**src/rtl/winograd_pkg.sv**
```systemverilog
// Shared constants and FSM state encoding for the Winograd F(2x2,3x3) input tile buffer.
package winograd_pkg;

    localparam int PIX_W  = 8;
    localparam int TILE   = 4;
    localparam int STRIDE = 2;
    localparam int KER    = 3;

    typedef enum logic [1:0] {
        FILL4 = 2'd0,
        EMIT  = 2'd1,
        FILL2 = 2'd2
    } state_t;

endpackage

```
**src/rtl/winograd_line_ram.sv**
```systemverilog
// Four-row ring of image lines with one write port and a 4x4 window read.
// The window read forwards a same-cycle write so a tile can be captured on the final pixel's edge.
module winograd_line_ram
    import winograd_pkg::*;
#(
    parameter int IMG_W = 8,
    parameter int COL_W = $clog2(IMG_W)
) (
    input  logic                         clk,
    input  logic                         wr_en,
    input  logic [1:0]                   wr_slot,
    input  logic [COL_W-1:0]             wr_col,
    input  logic [PIX_W-1:0]             wr_data,
    input  logic [1:0]                   rd_slot,
    input  logic [COL_W-1:0]             rd_col,
    output logic [TILE*TILE*PIX_W-1:0]   rd_tile
);

    logic [PIX_W-1:0] mem [TILE][IMG_W];

    // NOTE: line storage has no reset; every slot is rewritten before a tile reads it.
    always_ff @(posedge clk) begin
        if (wr_en) begin
            mem[wr_slot][wr_col] <= wr_data;
        end
    end

    // Slot index wraps mod 4 through 2-bit arithmetic, giving logical row order.
    for (genvar r = 0; r < TILE; r++) begin : g_row
        for (genvar c = 0; c < TILE; c++) begin : g_col
            logic [1:0]       slot;
            logic [COL_W-1:0] col;
            assign slot = rd_slot + 2'(r);
            assign col  = rd_col + COL_W'(c);
            assign rd_tile[PIX_W*(TILE*r+c) +: PIX_W] =
                (wr_en && wr_slot == slot && wr_col == col) ? wr_data : mem[slot][col];
        end
    end

endmodule

```
**src/rtl/winograd_tile_buffer.sv**
```systemverilog
// Buffers a raster pixel stream in a 4-line ring and emits overlapping 4x4 tiles at stride 2,
// plus a writable 3x3 kernel register.
module winograd_tile_buffer
    import winograd_pkg::*;
#(
    parameter int IMG_W = 8,
    parameter int IMG_H = 8
) (
    input  logic         clk,
    input  logic         rst,
    input  logic         s_valid,
    input  logic [7:0]   s_data,
    output logic         s_ready,
    input  logic         k_we,
    input  logic [3:0]   k_addr,
    input  logic [7:0]   k_data,
    output logic [71:0]  k_out,
    output logic         t_valid,
    input  logic         t_ready,
    output logic [127:0] t_tile,
    output logic [7:0]   t_row,
    output logic [7:0]   t_col,
    output logic         t_last
);

    localparam int         COL_W     = $clog2(IMG_W);
    localparam logic [7:0] LAST_COL  = 8'(IMG_W - 1);
    localparam logic [7:0] LAST_TCOL = 8'(IMG_W - TILE);
    localparam logic [7:0] LAST_TROW = 8'(IMG_H - TILE);
    localparam logic [3:0] LAST_KADR = 4'(KER*KER - 1);

    state_t       state;
    logic [7:0]   in_row;
    logic [7:0]   in_col;
    logic         accept;
    logic         fill_done;
    logic         load_tile;
    logic [7:0]   nxt_row;
    logic [7:0]   nxt_col;
    logic [7:0]   fill_end_row;
    logic [127:0] rd_tile;

    assign accept = s_valid && s_ready;

    // Origin of the tile to be loaded next, and the image row that completes the current fill.
    always_comb begin
        nxt_row      = '0;
        nxt_col      = '0;
        fill_end_row = 8'(TILE - 1);
        case (state)
            FILL2: begin
                nxt_row      = t_row + 8'(STRIDE);
                fill_end_row = t_row + 8'(TILE + 1);
            end
            EMIT: begin
                nxt_row = t_row;
                nxt_col = t_col + 8'(STRIDE);
            end
            default: ;
        endcase
    end

    assign fill_done = accept && (in_col == LAST_COL) && (in_row == fill_end_row);
    assign load_tile = (state == EMIT) ? (t_ready && t_col != LAST_TCOL) : fill_done;

    winograd_line_ram #(
        .IMG_W (IMG_W),
        .COL_W (COL_W)
    ) u_line_ram (
        .clk     (clk),
        .wr_en   (accept),
        .wr_slot (in_row[1:0]),
        .wr_col  (in_col[COL_W-1:0]),
        .wr_data (s_data),
        .rd_slot (nxt_row[1:0]),
        .rd_col  (nxt_col[COL_W-1:0]),
        .rd_tile (rd_tile)
    );

    // NOTE: sequential state uses non-blocking assignments so every register samples pre-edge values.
    always_ff @(posedge clk or posedge rst) begin
        if (rst) begin
            state   <= FILL4;
            in_row  <= '0;
            in_col  <= '0;
            s_ready <= 1'b1;
            t_valid <= 1'b0;
            t_tile  <= '0;
            t_row   <= '0;
            t_col   <= '0;
            t_last  <= 1'b0;
        end else begin
            if (accept) begin
                if (in_col == LAST_COL) begin
                    in_col <= '0;
                    in_row <= in_row + 8'd1;
                end else begin
                    in_col <= in_col + 8'd1;
                end
            end

            if (load_tile) begin
                t_valid <= 1'b1;
                t_tile  <= rd_tile;
                t_row   <= nxt_row;
                t_col   <= nxt_col;
                t_last  <= (nxt_row == LAST_TROW) && (nxt_col == LAST_TCOL);
            end

            case (state)
                FILL4, FILL2: begin
                    if (fill_done) begin
                        state   <= EMIT;
                        s_ready <= 1'b0;
                    end
                end
                EMIT: begin
                    if (t_ready && t_col == LAST_TCOL) begin
                        t_valid <= 1'b0;
                        s_ready <= 1'b1;
                        if (t_row == LAST_TROW) begin
                            state  <= FILL4;
                            in_row <= '0;
                            in_col <= '0;
                            t_row  <= '0;
                            t_col  <= '0;
                        end else begin
                            state <= FILL2;
                        end
                    end
                end
                default: state <= FILL4;
            endcase
        end
    end

    // Kernel is only writable between frames, while no tile is outstanding.
    always_ff @(posedge clk or posedge rst) begin
        if (rst) begin
            k_out <= '0;
        end else if (k_we && state == FILL4 && !t_valid && k_addr <= LAST_KADR) begin
            k_out[{k_addr, 3'b000} +: PIX_W] <= k_data;
        end
    end

endmodule

```
**config.mk**
```make
export PLATFORM = sky130hd
export DESIGN_NAME = winograd_tile_buffer
export DESIGN_NICKNAME = d
export VERILOG_FILES = /design/src/rtl/winograd_pkg.sv /design/src/rtl/winograd_line_ram.sv /design/src/rtl/winograd_tile_buffer.sv
export SDC_FILE = /design/constraint.sdc
export NUM_CORES = 2
export LEC_CHECK = 0
export CAP_MARGIN = 20
export CORE_ASPECT_RATIO = 1.4
export CORE_MARGIN = 8
export CORE_UTILIZATION = 57
export DETAILED_ROUTE_END_ITERATION = 7
export HOLD_SLACK_MARGIN = 0.15
export PLACE_DENSITY = 0.75
export SLEW_MARGIN = 10
export SYNTH_ARGS = -nofsm -noshare
export SYNTH_HDL_FRONTEND = slang
export SYNTH_SLANG_ARGS = --single-unit
```
**constraint.sdc**
```tcl
create_clock -name clk -period 16.8 [get_ports clk]
set_input_delay 2.52 -clock clk [delete_from_list [all_inputs] [get_ports clk]]
set_output_delay 2.52 -clock clk [all_outputs]
set_load 0.03 [all_outputs]
```
# == Word level (Yosys, flattened, before mapping) ==
# Memory sizes are Yosys's and may differ from the RTL's.
# Cells that the tools add are included.
# word_totals
regBits,237
latch_bits,0
ramBits,256
rom_bits,0
input_bits,25
out_inout_bits,219
memories,1
# mem_list
name,words,word_bits,rd,rd_ports_with_merged_regs,write_ports,line,rtl
u_line_ram.mem,4,64,4,0,1,winograd_line_ram.sv:19,logic [PIX_W-1:0] mem [TILE][IMG_W];
# op_classes
add_sub_neg,12
mul,0
n_div,0
n_lt_le_gt_ge,7
eq_ne,19
shift,2
n_mux,101
bitwise,5
reduce_logical,36
# ops
cell,count
$mux W8,69
$bmux W8 S3,16
$bwmux W72,1
$shift A8 B9 Y72 const A,1
$shiftx A8 B9 Y72,1
$mux W64,1
$eq A8 B3 Y1 const B,5
$logic_and A1 B1 Y1,30
$demux W8 S3,1
$ge A4 B4 Y1 const B,5
$not A3 Y4,5
$add A8 B1 Y8 const B,2
$add A8 B2 Y8 const B,2
$pmux W8 S2,1
$eq A3 B3 Y1,4
$neg A7 Y9,1
$add A8 B3 Y8 const B,1
$eq A2 B2 Y1,4
$eq A8 B8 Y1,1
$ne A8 B3 Y1 const B,1
$mux W1,7
$add A3 B2 Y3 const B,2
$mux W2,3
$add A2 B2 Y2 const B,2
other kinds (16),16

# == Longest topological paths before layout ==
# logic_depth
depth_word,9
ltp_mapped,16
ltp_nobuf,10

# == By module ==
# From an unflattened synthesis, not the netlist that was laid out.
# hier_totals
hier_cells,2770
area_unflattened_um2,31009.7
# modules_own_cells
module,instances,cells_per_inst,area_each_um2,seq_area_each_um2
winograd_line_ram,1,1991,20524.7,7687.4
winograd_tile_buffer,1,779,10485.1,5931.9

# == Worst setup path after synthesis ==
# Ideal clock, no wire load.
# synth_timing
path_type,input to register
from,input port k_addr[0]
to,register k_out[48]
arrival_time_ps,4312
required_ps,16717
setup_slack_ps,12405
stages,11
n_path_buf,3
path_cell_list,clkbuf_1 inv_1 ha_1 nor3_1 a31oi_1 nor2_1 and3_1 clkbuf_1 clkbuf_1 nand3_1 o21ai_0
# synth_via
elab_chain_len,3
word_cells_on_any_way,6
# synth_lines
element,line,rtl
"start, declared",winograd_tile_buffer.sv:15,"input logic [3:0] k_addr,"
$neg A7 Y9,winograd_tile_buffer.sv:142,"k_out[{k_addr, 3'b000} +: PIX_W] <= k_data;"
$shiftx A8 B9 Y72 / $shift A8 B9 Y72 (equally long branches),winograd_tile_buffer.sv:142,
$bwmux W72,winograd_tile_buffer.sv:142,
"end signal, assigned by index",winograd_tile_buffer.sv:142,
"end, declared",winograd_tile_buffer.sv:17,"output logic [71:0] k_out,"
# Several ways; a longest one is shown, not always the timed one.
# A chain may end at the register's enable or synchronous reset.

# == Final worst setup path ==
# layout_timing
from,register state[1]
to,register t_tile[117]
# layout_via
elab_chain_len,8
word_cells_on_any_way,20
# layout_lines
element,line,rtl
"start, declared",winograd_tile_buffer.sv:32,state_t state;
"start signal, assigned",winograd_tile_buffer.sv:83,state <= FILL4;
"start signal, assigned",winograd_tile_buffer.sv:113,state <= EMIT;
"start signal, assigned",winograd_tile_buffer.sv:122,state <= FILL4;
$eq A2 B1 Y1 / $eq A2 B2 Y1 (equally long branches),"winograd_tile_buffer.sv:50, winograd_tile_buffer.sv:64",
$pmux W8 S2 / $mux W8 (equally long branches),winograd_tile_buffer.sv:50,case (state)
$add A2 B2 Y2 / $add A3 B2 Y3 (equally long branches),"winograd_line_ram.sv:33, winograd_line_ram.sv:34",
$mem_v2 Z4 W64 / $not A3 Y4 (equally long branches),--,
$bmux W8 S3,winograd_line_ram.sv:36,(wr_en && wr_slot == slot && wr_col == col) ? wr_data : mem[slot][col];
$mux W8 (implied by the code) (2 in a row),winograd_line_ram.sv:36,
$mux W8,winograd_line_ram.sv:36,
"end signal, assigned",winograd_tile_buffer.sv:104,t_tile <= rd_tile;
"end, declared",winograd_tile_buffer.sv:20,"output logic [127:0] t_tile,"
# Several ways; a longest one is shown, not always the timed one. The select of a mux whose other input is x is not followed.

==> results.md <==
Outcome:
- The run finished with clean final reports.

Routing:
- The via count normalized by instance count is around 7.4.
- The number of DRC violations after detailed-routing iteration 0 is between 4000 and 5000.
- The detailed-route wire length per cell is between 30 and 40 um.
- Before antenna repair, the detailed router went through 6 iterations.
- The remaining design rule violation count is 0.
- The vias after detailed routing is between 20000 and 30000.
- The total wire length is between 100000 and 150000 um.
- The number of antenna-violating nets in the routed design is 0.

Pwr:
- VDD sags by at most roughly 0.11 mV.
- For this design the ratio of total power to cell area is between 60 and 70 mW/mm2.
- Summing internal, switching and leakage power gives approximately 2.5 mW.
- The leakage power is about 13 nW.

Worst setup path:
- The worst setup path is launched from a flip-flop.
- The endpoint class of the critical path is a flip-flop.
- The arrival time at the worst endpoint is between 6 and 7 ns.
- The maximum fanout encountered on the critical timing path is 52.
- The critical path required time is ~17 ns.
- The worst setup path endpoint is t_tile[117].
- The critical setup path kind is reg -> reg.
- The worst register-to-register path ends at t_tile[117].
- The startpoint of the worst-slack reg-to-reg timing path is state[1].
- The worst reg2reg path depth is 12.
- For flop-to-flop paths, the worst setup slack is 10.37 ns.
- Tracing the worst setup path back leads to its startpoint at state[1].

Final layout:
- Compared with the post-synthesis result, the final layout area differs by 14.3%.
- Measured on the finished design, the core utilization comes to 0.655.
- The final standard cell count with taps included and fillers excluded is ~3500.
- The final design area excluding fillers is ~0.036 mm2.
- The number of fill cells in the layout is between 4000 and 5000.
- The number of nets in the final layout is approximately 2800.
- Of the cells placed in the final design, the portion with a size suffix greater than 1 is 0.154.

Clocking:
- Counting along the longest clock path gives a buffer depth of 3.
- The root buffer cell is sky130_fd_sc_hd__clkbuf_16.
- The post-cts sizing count is 0.
- The number of buffers inserted by post-CTS setup repair is 0.
- TritonCTS created slightly below 50 clock buffers.
- In this run, post-CTS hold repair placed 0 buffers.
- For this design, the sink count on the clock tree is 493.
- The H-tree depth is 2.
- The clock latency on the worst-skew pair is 0.63 ns.
- The clock transition time at the flip-flop clock pins of the worst setup and hold paths is around 0.060 ns.
- The TritonCTS clock tree is built.

Run:
- The count of maximum capacitance violations is 0.

Yosys:
- The sequential-to-total area share from yosys stat is 0.432.
- The number of warnings reported in the yosys synthesis log is 0.
- The fraction of the mapped netlist area in compound gates is 0.116.
- Of the total synthesized cell area, the portion taken by full adders, half adders and majority gates is 0.00913.
- The synthesized netlist occupies a cell area of about 0.032 mm2.
- The flop and latch count out of synthesis is 493.
- Yosys mapped the design onto 65 distinct sky130hd cell types.
- The number of instances in the synthesized netlist is approximately 2700.
- The xor-xnor portion of the synthesized cell area is 0.0124.
- The most frequent cell after synthesis is sky130_fd_sc_hd__mux2i_1.
- Ranked by instance count, the synthesized netlist is headed by 360 x sky130_fd_sc_hd__mux2i_1, 292 x sky130_fd_sc_hd__nand2_1, 256 x sky130_fd_sc_hd__edfxtp_1.
- The average instance in the mapped netlist occupies approximately 12 um2.
- Counting flops with a built-in enable in the synthesized netlist gives approximately 260.
- The synthesized design spends more area on one cell type than any other, namely sky130_fd_sc_hd__edfxtp_1.
- The largest family of logic cells by synthesized area is multiplexers.
- The dominant register cell in the synthesized netlist is sky130_fd_sc_hd__edfxtp_1.
- Of the post-synthesis cell area, the dominant cell type holds 0.244.
- The number of nets in the synthesized netlist is approximately 2700.
- Of the total synthesized cell area, the portion taken by AND, OR, NAND and NOR gates is 0.0959.
- Ranked by total cell area, the synthesized netlist is headed by sky130_fd_sc_hd__edfxtp_1 24%, sky130_fd_sc_hd__dfrtp_1 19%, sky130_fd_sc_hd__mux4_2 17%.
- The share of synthesized area spent on multiplexers is 0.293.
- The proportion of synthesized flip-flops having asynchronous set or reset is 0.481.

Die:
- The die covers 0.0632 mm2.
- The effective utilization at floorplan is 0.573.
- The die is ~300 um tall.
- The total number of placement rows is roughly 100.
- The floorplan step set the die width to between 200 and 250 um.
- The placeable core region is around 0.055 mm2.
- ~240 I/O pins were placed.

Global routing:
- The overflow left after global routing is 0.
- The number of global-route vias before repair was ~25000.
- Entering global routing, the biggest net connects 261 pins.
- The number of antenna violations at the first check in global routing is 3.
- The first global-routing pass estimated 191000 um of wire.
- In the global route stage, overall resource usage came out at 0.424.

Timing:
- Setup repair after global routing left no endpoint under its margin.
- The number of max-slew violations in the final report came to 0.
- Across all setup checks in the final design, the least slack found is about 10 ns.
- The clock skew is ~0.039 ns.
- Of the available clock period, the critical path in the final layout requires 0.383.
- The post-route worst hold slack is roughly 0.48 ns.
- Setup violations remaining at the end of the flow were counted as 0.
- After layout, the minimum clock period comes to roughly 6.4 ns.
- After routing, the total negative slack on setup checks comes to 0 ns.
- The achievable clock frequency is 0.156 GHz.
- The final count of hold timing violations was 0.
- For the pin with the worst max-slew slack, the measured transition is between 1 and 1.5 ns.
- The worst pin sits at a relative slew slack of 0.158.

Place:
- The placed instances occupy a cell area of ~0.034 mm2.
- The count of buffers from port buffering is approximately 240.
- The setup slack at placement is around 11 ns.
- At the end of routability-driven placement, the weighted congestion stood at roughly 1.1.
- Detailed placement finished with a half-perimeter wire length of ~100000 um.
- The total instance count after detailed placement is roughly 3400.

Worst hold path:
- The worst min-delay path class is reg -> reg.
==> registers in the layout, summed over array words and instances (netlist names) <==
| register | count |
|---|---|
| state | 2 |
| in_row | 8 |
| u_line_ram.mem | 256 |
| s_ready | 1 |
| t_valid | 1 |
| t_col | 8 |
| t_tile | 128 |
| t_row | 8 |
| in_col | 8 |
| t_last | 1 |
| k_out | 72 |
==> worst min path at each step <==
stage,from,to,slack [ns],cells after the start
4_1_cts,t_tile[51],t_tile[51],0.48,2
6_report,t_tile[51],t_tile[51],0.48,2
3_5_place_dp,t_tile[51],t_tile[51],0.47,2
3_3_place_gp,k_out[29],k_out[29],0.46,2
2_1_floorplan,in_row[7],in_row[7],0.52,2
5_1_grt,t_tile[51],t_tile[51],0.50,2
==> routing by layer <==
| layer | GRT usage | wire [um] | vias up |
|---|---|---|---|
| li1 | - | - | 10553 |
| met5 | 0 | 10 | - |
| met1 | 0.500 | 45300 | 13147 |
| met4 | 0.299 | 12000 | 2 |
| met3 | 0.138 | 17900 | 429 |
| met2 | 0.655 | 61600 | 2209 |
==> placed cells by master, fill, tap and decap left out, drive strengths merged, types with 6 or more instances in the layout <==
cell             n
inv             48
o21ai           55
a211oi          31
clkdlybuf4s50  235
clkinv          15
and3            12
dfrtp          236
a21boi          17
nand4           10
a311oi          28
a21oi           49
mux4           236
and2            41
clkbuf          63
ha              23
nand3           44
a22oi           96
o211ai           7
nor2           194
a31oi            6
nand2          293
o22ai           91
mux2            27
nand2b           7
nor3            31
xnor2           22
buf             53
o31ai          128
edfxtp         256
nor2b           21
mux2i          360
xor2            20
==> cell families (layout without fill, tap and decap cells) <==
group                    count (synthesis)  in the layout
AO/OA/AOI/OAI                          525            525
XOR/XNOR                                43             43
adder cells (fa/ha/maj)                 23             23
buffers and inverters                  273            423
flip-flops                             493            493
multiplexers                           623            623
other                                    0              2
AND/OR/NAND/NOR                        681            681
==> critical path, cell delays in order (launching register included) <==
cell                       delay, ns
sky130_fd_sc_hd__dfrtp_1        0.41
sky130_fd_sc_hd__inv_1          0.11
sky130_fd_sc_hd__ha_2           0.17
sky130_fd_sc_hd__buf_4          0.52
sky130_fd_sc_hd__nand2_8        0.46
sky130_fd_sc_hd__inv_6          0.55
sky130_fd_sc_hd__buf_4          0.59
sky130_fd_sc_hd__buf_4          0.79
sky130_fd_sc_hd__mux4_2         0.44
sky130_fd_sc_hd__mux2i_1        0.82
sky130_fd_sc_hd__nand2_1        0.13
sky130_fd_sc_hd__a311oi_1       0.94
sky130_fd_sc_hd__o31ai_1        0.20
==> power by group <==
| part | leakage, nW | internal (mW) | switching, mW |
|---|---|---|---|
| combinational | 6.42 | 0.0105 | 0.0461 |
| clock | 0.842 | 0.675 | 0.511 |
| sequential | 5.45 | 1.27 | 0 |
==> final cells by class <==
class	instances	area [um2]	area share
antenna	2	5.00	0.000139
clock inverter	29	314	0.00871
tap	728	911	0.0253
timing repair buffer	289	2880	0.0799
inverter	43	174	0.00483
multi-input combinational	1895	16700	0.464
clock buffer	62	1410	0.0391
sequential	493	13600	0.378
No activity file was read; power rests on OpenSTA's default activity.
